[src/rtl/fsm_mestre.sv]
// Master sequencer for the bottling line: drives one bottle through the fill
// and cork stations, handshakes with the conveyor FSM, tracks cork stock and
// counts finished bottles.
module fsm_mestre #(
  parameter int unsigned TEMPO_ENCHER = 100_000_000,
  parameter int unsigned TEMPO_VEDAR  = 25_000_000,
  parameter int unsigned ROLHAS_MAX   = 20
) (
  input  logic       clk,
  input  logic       reset_n,
  input  logic       start,
  input  logic [2:0] sensores,
  input  logic       tarefa_concluida,
  input  logic       repor_rolhas,
  output logic       cmd_mover,
  output logic       sensor_destino,
  output logic       valvula_ativa,
  output logic       vedar,
  output logic       alarme_rolha,
  output logic       ocupado,
  output logic [6:0] rolhas_restantes,
  output logic [7:0] garrafas_total
);

  localparam int unsigned ST_W  = 3;
  localparam int unsigned TMR_W = 32;
  localparam int unsigned ROL_W = 7;
  localparam int unsigned GAR_W = 8;

  localparam logic [ST_W-1:0] S_IDLE         = 3'd0;
  localparam logic [ST_W-1:0] S_MOV_ENCHER   = 3'd1;
  localparam logic [ST_W-1:0] S_ENCHER       = 3'd2;
  localparam logic [ST_W-1:0] S_MOV_VEDAR    = 3'd3;
  localparam logic [ST_W-1:0] S_ESPERA_ROLHA = 3'd4;
  localparam logic [ST_W-1:0] S_VEDAR        = 3'd5;
  localparam logic [ST_W-1:0] S_MOV_SAIDA    = 3'd6;
  localparam logic [ST_W-1:0] S_FIM          = 3'd7;

  // Last timer value of each station phase (timer starts at 0 on entry).
  localparam logic [TMR_W-1:0] ENCHER_FIM = TMR_W'(TEMPO_ENCHER - 1);
  localparam logic [TMR_W-1:0] VEDAR_FIM  = TMR_W'(TEMPO_VEDAR - 1);
  localparam logic [ROL_W-1:0] ROL_CARGA  = ROL_W'(ROLHAS_MAX);

  logic [ST_W-1:0]  r_estado;
  logic [ST_W-1:0]  w_estado_nxt;
  logic [TMR_W-1:0] r_timer;
  logic [TMR_W-1:0] w_timer_nxt;
  logic [ROL_W-1:0] r_rolhas;
  logic [ROL_W-1:0] w_rolhas_nxt;
  logic [GAR_W-1:0] r_garrafas;
  logic [GAR_W-1:0] w_garrafas_nxt;
  logic             w_tem_rolha;

  logic r_cmd_mover;
  logic r_valvula;
  logic r_vedar;
  logic r_alarme;
  logic r_ocupado;
  logic w_cmd_nxt;
  logic w_valvula_nxt;
  logic w_vedar_nxt;
  logic w_alarme_nxt;
  logic w_ocupado_nxt;
  logic w_sensor_destino;

  assign w_tem_rolha = (r_rolhas != '0);

  // Next-state, station timer, cork stock and bottle counter.
  always_comb begin
    w_estado_nxt   = r_estado;
    w_timer_nxt    = r_timer;
    w_rolhas_nxt   = r_rolhas;
    w_garrafas_nxt = r_garrafas;
    case (r_estado)
      S_IDLE: begin
        if (start && w_tem_rolha && !tarefa_concluida) begin
          w_estado_nxt = S_MOV_ENCHER;
        end
      end
      S_MOV_ENCHER: begin
        if (tarefa_concluida) begin
          w_estado_nxt = S_ENCHER;
          w_timer_nxt  = '0;
        end
      end
      S_ENCHER: begin
        // Timer saturates at the last cycle while the conveyor is still parked.
        if (r_timer >= ENCHER_FIM) begin
          if (!tarefa_concluida) begin
            w_estado_nxt = S_MOV_VEDAR;
          end
        end else begin
          w_timer_nxt = r_timer + 32'd1;
        end
      end
      S_MOV_VEDAR: begin
        if (tarefa_concluida) begin
          if (w_tem_rolha) begin
            w_estado_nxt = S_VEDAR;
            w_timer_nxt  = '0;
          end else begin
            w_estado_nxt = S_ESPERA_ROLHA;
          end
        end
      end
      S_ESPERA_ROLHA: begin
        if (w_tem_rolha) begin
          w_estado_nxt = S_VEDAR;
          w_timer_nxt  = '0;
        end
      end
      S_VEDAR: begin
        if (r_timer >= VEDAR_FIM) begin
          if (!tarefa_concluida) begin
            w_estado_nxt = S_MOV_SAIDA;
            if (w_tem_rolha) begin
              w_rolhas_nxt = r_rolhas - 7'd1;
            end
          end
        end else begin
          w_timer_nxt = r_timer + 32'd1;
        end
      end
      S_MOV_SAIDA: begin
        if (tarefa_concluida) begin
          w_estado_nxt = S_FIM;
        end
      end
      S_FIM: begin
        if (!tarefa_concluida) begin
          w_estado_nxt   = S_IDLE;
          w_garrafas_nxt = r_garrafas + 8'd1;
        end
      end
      default: begin
        w_estado_nxt = S_IDLE;
        w_timer_nxt  = '0;
      end
    endcase
    // A refill overrides any decrement on the same edge.
    if (repor_rolhas) begin
      w_rolhas_nxt = ROL_CARGA;
    end
  end

  // Moore outputs decoded from the next state so they register with it.
  always_comb begin
    w_cmd_nxt     = 1'b0;
    w_valvula_nxt = 1'b0;
    w_vedar_nxt   = 1'b0;
    w_alarme_nxt  = 1'b0;
    w_ocupado_nxt = (w_estado_nxt != S_IDLE);
    case (w_estado_nxt)
      S_MOV_ENCHER, S_MOV_VEDAR, S_MOV_SAIDA: w_cmd_nxt     = 1'b1;
      S_ENCHER:                               w_valvula_nxt = 1'b1;
      S_VEDAR:                                w_vedar_nxt   = 1'b1;
      S_IDLE, S_ESPERA_ROLHA:                 w_alarme_nxt  = (w_rolhas_nxt == '0);
      default:                                w_cmd_nxt     = 1'b0;
    endcase
  end

  // Destination sensor mux; combinational so the conveyor sees no added latency.
  always_comb begin
    w_sensor_destino = 1'b0;
    case (r_estado)
      S_MOV_ENCHER: w_sensor_destino = sensores[0];
      S_MOV_VEDAR:  w_sensor_destino = sensores[1];
      S_MOV_SAIDA:  w_sensor_destino = sensores[2];
      default:      w_sensor_destino = 1'b0;
    endcase
  end

  // State, counters and registered outputs.
  always_ff @(posedge clk or negedge reset_n) begin
    if (!reset_n) begin
      r_estado    <= S_IDLE;
      r_timer     <= '0;
      r_rolhas    <= ROL_CARGA;
      r_garrafas  <= '0;
      r_cmd_mover <= 1'b0;
      r_valvula   <= 1'b0;
      r_vedar     <= 1'b0;
      r_alarme    <= 1'b0;
      r_ocupado   <= 1'b0;
    end else begin
      r_estado    <= w_estado_nxt;
      r_timer     <= w_timer_nxt;
      r_rolhas    <= w_rolhas_nxt;
      r_garrafas  <= w_garrafas_nxt;
      r_cmd_mover <= w_cmd_nxt;
      r_valvula   <= w_valvula_nxt;
      r_vedar     <= w_vedar_nxt;
      r_alarme    <= w_alarme_nxt;
      r_ocupado   <= w_ocupado_nxt;
    end
  end

  assign cmd_mover        = r_cmd_mover;
  assign sensor_destino   = w_sensor_destino;
  assign valvula_ativa    = r_valvula;
  assign vedar            = r_vedar;
  assign alarme_rolha     = r_alarme;
  assign ocupado          = r_ocupado;
  assign rolhas_restantes = r_rolhas;
  assign garrafas_total   = r_garrafas;

endmodule

[config.mk]
export PLATFORM = sky130hd
export DESIGN_NAME = fsm_mestre
export DESIGN_NICKNAME = d
export VERILOG_FILES = /design/src/rtl/fsm_mestre.sv
export SDC_FILE = /design/constraint.sdc
export NUM_CORES = 1
export LEC_CHECK = 0
export BUFFER_PORTS_ARGS = -buffer_cell sky130_fd_sc_hd__buf_2
export CAP_MARGIN = 0
export CELL_PAD_IN_SITES_DETAIL_PLACEMENT = 2
export CELL_PAD_IN_SITES_GLOBAL_PLACEMENT = 2
export CORE_MARGIN = 4
export CORE_UTILIZATION = 34
export CTS_CLUSTER_SIZE = 8
export DETAILED_ROUTE_END_ITERATION = 12
export MAX_ROUTING_LAYER = met4
export PLACE_DENSITY = 0.73
export SYNTH_ARGS = -nofsm -noshare
export SYNTH_HDL_FRONTEND = slang
export SYNTH_SLANG_ARGS = --single-unit
export TNS_END_PERCENT = 1
[constraint.sdc]
create_clock -name clk -period 2.9 [get_ports clk]
set_input_delay 0.29 -clock clk [delete_from_list [all_inputs] [get_ports clk]]
set_output_delay 0.29 -clock clk [all_outputs]
set_load 0.05 [all_outputs]
==> results of run 1 <==
-- worst max-delay path: stages (launching register included) --
cell	delay (ps)
dfrtp_1	420
or4_4	540
a211o_1	250
or3_4	390
a21oi_4	180
o221ai_4	150
or2_1	270
buf_12	190
o41ai_2	300
-- routing by layer --
layer / vias to the layer above / part of all wire [%] / track usage [%]
met4: 0 / 0.70 / 3.05
met1: 1498 / 47 / 23.4
met2: 19 / 51 / 30.9
met5: - / 0 / -
li1: 1388 / - / -
met3: 5 / 1.4 / 2.20
-- power groups by stage --
stage,combinational [uW],sequential [uW],clock [uW]
floorplan,708,1070,0
global placement,1190,951,0
detailed placement,1230,961,0
CTS,1260,945,471
global route,1400,969,499
finish,1260,951,449
-- what timing repair did --
action / 4_1_cts / 5_1_grt
setup endpoints to repair: 2 / 29
gates resized for setup: 2 / 12
endpoints found under the hold margin: 10 / 0
hold buffers: 1 / 0
setup buffers: 0 / 2
pin swaps: 1 / 5
-- Yosys cell counts, types with 4 or more instances --
master | number | area, sq um
dfrtp_1 | 53 | 1330
nor2_1 | 31 | 116
o21ai_0 | 30 | 150
nand2_1 | 26 | 97.6
nand3_1 | 20 | 100
a21oi_1 | 17 | 85.1
inv_1 | 17 | 63.8
clkbuf_1 | 16 | 60.1
o31ai_2 | 15 | 188
nor3_1 | 11 | 55.1
a31oi_1 | 8 | 50.1
nand2b_1 | 8 | 50.1
and3_1 | 7 | 43.8
xnor2_1 | 7 | 61.3
nand4_1 | 6 | 37.5
nand3b_1 | 5 | 37.5
a211oi_2 | 4 | 50.1
nor4_1 | 4 | 25.0
o41ai_1 | 4 | 35.0
or3_1 | 4 | 25.0
-- registers in the layout, indices dropped and copies added (netlist names) --
name and cells:
r_timer 32, valvula_ativa 1, rolhas_restantes 7, garrafas_total 8, r_estado 3, alarme_rolha 1
ocupado 1, vedar 1, cmd_mover 1
-- per-stage QoR --
stage	instances	instance area (sq um)
final	522	3820
after global routing	522	3820
after CTS	520	3730
after detailed placement	511	3610
after global placement	511	3610
after floorplan	353	3230
-- kinds of logic after synthesis --
| kind of cell | synth area share (%) |
|---|---|
| and+or+nand+nor | 23.7 |
| AOI/OAI and AO/OA | 23.8 |
| DFF | 42.7 |
| buffers and inverters | 4.99 |
| xor gates and xnor gates | 2.44 |
| muxes | 1.32 |
| adders and majority gates | 1.16 |
-- path summary, 6_finish.rpt --
check                             startpoint                  end  slack, ps  cells after the start
max                              r_timer[31]          r_timer[15]        110                      8
min                             repor_rolhas  rolhas_restantes[0]        240                      2
max reg2reg                      r_timer[31]          r_timer[15]        110                      8
min reg2reg                garrafas_total[7]    garrafas_total[7]        490                      1
max in group asynchronous            reset_n  rolhas_restantes[2]       1860                      3
min in group asynchronous            reset_n          r_timer[20]        380                      2
-- layout make-up --
type	instances	area [sq um]
fill	1060	5420
multi-input combinational	260	1780
sequential	55	1380
timing repair buffer	53	343
tap	129	161
clock buffer	6	72.6
inverter	17	63.8
clock inverter	2	17.5
==> summary.md, run 1 <==
| Metric | Value |
|---|---|
| Routed wire length | `9360 um` |
| First-pass GRT wire length | `16,400 um` |
| Rel. slew slack | `61.0%` |
| Critical path capture point type | `flop` |
| TritonRoute pass-1 iters | `4` |
| Required time worst endpoint | `3120 ps` |
| Vias in the first global route | `3,189` |
| Most frequent cells in the layout | `dfrtp_1 (52), nor2_1 (31), o21ai_0 (30)` |
| Layout cells sized above 1 | `26.0%` |
| FF+latch count, synth | `55` |
| Post-route DRC violation count | `0` |
| CTS Buf Count | `5` |
| Combinational fraction of design power | `47.5%` |
| Top-Level Pins | `29` |
| Tot Pwr | `2660 uW` |
| Max Slew Vio Count | `0` |
| Seq/Total Area, Yosys | `42.7%` |
| Number of library cell types mapped by synthesis | `56` |
| P_int | `1420 uW` |
| Final setup vio count | `0` |
| Largest net degree at the start of global routing | `26` |
| Iter 0 DRT Violations | `112` |
| Clock power share | `16.8%` |
| Initial antenna violation count | `0` |
| LEAKAGE | `0.00160 uW` |
| Clock Sinks | `55` |
| CTS tree | `done` |
| Port bufs | `28` |
| Worst-margin pin slew | `585 ps` |
| Total Routing Usage GR | `18.0%` |
| Sw power | `1240 uW` |
| DRT antenna net count | `0` |
| Initial Utilization | `35.0%` |
| Via density | `5.57` |
| WHS | `239 ps` |
| Nets | `403` |
| FP Rows | `35` |
| Grt total ovfl | `0` |
| Die Wd | `105 um` |
| Cells after Synth | `353` |
| Vert. Die Dim | `105 um` |
| Mapped cell area | `0.00323 sq mm` |
| Clock slew at reported path FFs | `110 ps` |
| DR WL/cell | `17.9 um` |
| Crit Path Category | `reg -> reg` |
| Final setup margin | `110 ps` |
| Final period util | `96.2%` |
| Pre-CTS setup slack | `35.9 ps` |
| Placer Congestion | `0.797` |
| Switching part of the total power | `46.6%` |
| Ys async rst share | `100%` |
| TNS Setup | `0 ps` |
| Top FF cell, synth | `dfrtp_1` |
| Synthesis Warnings | `0` |
| Fmax | `0.358 GHz` |
| Mapped Nets | `364` |
| Hold Fails Final Rpt | `0` |
| Clock Root Buffer | `clkbuf_8` |
| Pwr dens | `698 mW/mm^2` |
| Clk buf depth | `2` |
| Min-delay worst type | `in -> reg` |
| Post-layout util | `41.3%` |
| Area Overhead vs Synth | `18.2%` |
| Via Count | `2,910` |
| Number of max-cap violations | `0` |
| Worst vdd ir | `0.290 mV` |
| Crit-path max FO | `25` |
| Worst Setup Start Kind | `flop` |
| # diodes | `0` |
| Setup Skew | `6.30 ps` |
| Commonest non-fill, non-tap cell in the layout | `dfrtp_1` |
| Status | `finished, final reports clean` |
| Die area | `0.0111 sq mm` |
| Hpwl dp | `6970 um` |
| Post-synth EDFFs | `0` |
| Tmin final | `2790 ps` |
| Worst-Skew Late Latency | `310 ps` |
| Worst endpoint data arrival time | `3010 ps` |
| H-Tree Depth | `2` |
| Sequential power share | `35.7%` |
| Mean post-synth cell area | `9.16 sq um` |
| Core ar. | `0.00924 sq mm` |
Power figures use the tool's default switching activity.
==> run 2: changes to the inputs <==
- CORE_UTILIZATION: 34 -> 37
- PLACE_DENSITY: 0.73 -> 0.76
- clock period: 2.9 -> 3 ns (I/O delays scaled with it)
==> run 2 against run 1 <==
Total power down 4.4%. Core utilization rose by 3.0 points. Clock skew increased by 2.8 ps. Die area decreased by 7.5%. Via count down 2.2%. Final cell count fell by 5.4%. Hold slack lost 120 ps. Clock power decreased by 3%.
==> summary.md, run 2 (same netlist as run 1, synthesis figures left out) <==
| Metric | Value |
|---|---|
| Status | `finished, final reports clean` |
| LEAKAGE | `0.00155 uW` |
| Worst-margin pin slew | `937 ps` |
| Clock Sinks | `55` |
| Crit-path max FO | `25` |
| Filler cells | `945` |
| # diodes | `0` |
| Post-route DRC violation count | `0` |
| Pre-CTS setup slack | `62.7 ps` |
| Max reg flops | `32` |
| Required time worst endpoint | `3220 ps` |
| CP max stage delay | `570 ps` |
| Vert. Die Dim | `101 um` |
| Nets | `399` |
| FP Rows | `33` |
| Tmin final | `2860 ps` |
| Worst Setup Start Kind | `flop` |
| Number of max-cap violations | `0` |
| Iter 0 DRT Violations | `117` |
| Buf+Inv Stages, Crit Path | `1` |
| TNS Setup | `0 ps` |
| CTS Buf Count | `5` |
| Grt total ovfl | `0` |
| Final setup vio count | `0` |
| Vias in the first global route | `3,087` |
| Via Count | `2,847` |
| Post-layout util | `44.3%` |
| Clk buf depth | `2` |
| Most frequent cells in the layout | `dfrtp_1 (53), nor2_1 (31), o21ai_0 (30)` |
| Pwr dens | `689 mW/mm^2` |
| Worst-Skew Late Latency | `320 ps` |
| H-Tree Depth | `2` |
| Top reg by flops | `r_timer` |
| Final Non-Filler Cells | `494` |
| Top-Level Pins | `29` |
| Clock slew at reported path FFs | `110 ps` |
| CTS tree | `done` |
| Die Wd | `101 um` |
| Commonest non-fill, non-tap cell in the layout | `dfrtp_1` |
| DRT antenna net count | `0` |
| Fmax | `0.349 GHz` |
| Multi-input gate area in the final layout | `0.00172 sq mm` |
| Routed wire length | `9170 um` |
| Hold Fails Final Rpt | `0` |
| Final setup margin | `138 ps` |
| Port bufs | `28` |
| Crit-path cells | `or4_4 > a211o_1 > or3_1 > a21oi_2 > o221ai_4 > or2_1 > buf_12 > o41ai_2` |
| Slowest CP cell | `or4_4` |
| Largest net degree at the start of global routing | `42` |
| Die area | `0.0103 sq mm` |
| Min-delay worst type | `in -> async` |
| Initial antenna violation count | `0` |
| Hold buffer count at cts | `0` |
| Worst endpoint data arrival time | `3080 ps` |
| Layout cells sized above 1 | `23.7%` |
| Setup Skew | `9.10 ps` |
| DR WL/cell | `18.6 um` |
| Critical path capture point type | `flop` |
| First-pass GRT wire length | `15,800 um` |
| Max Slew Vio Count | `0` |
| Placer Congestion | `0.740` |
| RSZ-0062 raised after global routing | `false` |
| Initial Utilization | `38.7%` |
| Worst vdd ir | `0.259 mV` |
| Total Routing Usage GR | `19.7%` |
| Hpwl dp | `6760 um` |
| Area Overhead vs Synth | `14.4%` |
| Clock Root Buffer | `clkbuf_8` |
| Sequential cell area | `0.00138 sq mm` |
| Via density | `5.76` |
| Cell family with most CP delay | `simple AND/OR/NAND/NOR gates` |
| Final period util | `95.4%` |
| Cell Count Post-Placement | `484` |
| Core ar. | `0.00834 sq mm` |
| TritonRoute pass-1 iters | `4` |
| Rel. slew slack | `37.6%` |
| Crit Path Category | `reg -> reg` |
-- run 2: cell types whose count changed in the layout (fill, tap and decap cells not counted), sizes merged --
cell and change:
dlygate4sd3 -1, buf -3, clkbuf -1, inv +1
-- run 2: per-stage QoR --
step	hold WS, ps	total power (uW)	instance area (sq um)
3_5_place_dp	479	2080	3560
2_1_floorplan	4.41	1720	3230
3_3_place_gp	457	2050	3560
5_1_grt	188	2730	3700
6_report	117	2550	3700
4_1_cts	150	2540	3650
-- run 2: power by group --
group          total, uW  internal (uW)  switching [uW]
Combinational       1200            383             815
Clock                437            168             269
Sequential           912            816            96.1
Total               2550           1370            1180
-- run 2: layout make-up --
class	count	area share, %
clock buffers	5	1.86
clock inverters	3	0.609
inverters	17	1.73
multi-input cells	260	46.6
flip-flops and latches	55	37.3
well taps	105	3.55
repair buffers	49	8.39
-- run 2: timing repair --
item,CTS,global route
endpoints found under the setup margin,0,10
hold endpoints to repair,0,0
gates resized for setup,0,5
setup buffers,0,2
-- run 2: path summary, 6_finish.rpt --
| path | startpoint | cells after the start | end | slack, ps |
|---|---|---|---|---|
| min in group clk | repor_rolhas | 2 | rolhas_restantes[0] | 240 |
| setup / recovery | r_timer[30] | 8 | r_timer[15] | 140 |
| setup reg to reg | r_timer[30] | 8 | r_timer[15] | 140 |
| hold / removal | reset_n | 1 | r_timer[23] | 120 |
| hold reg to reg | garrafas_total[5] | 1 | garrafas_total[5] | 500 |
| max in group asynchronous | reset_n | 2 | r_timer[15] | 2120 |
-- run 2: per-layer routing --
metal / up-vias / wire length [um] / global-route usage (%)
met2: 19 / 4450 / 32.7
met1: 1450 / 4520 / 26.3
met5: - / 0 / -
met3: 7 / 113 / 1.86
li1: 1371 / - / -
met4: 0 / 82 / 4.29
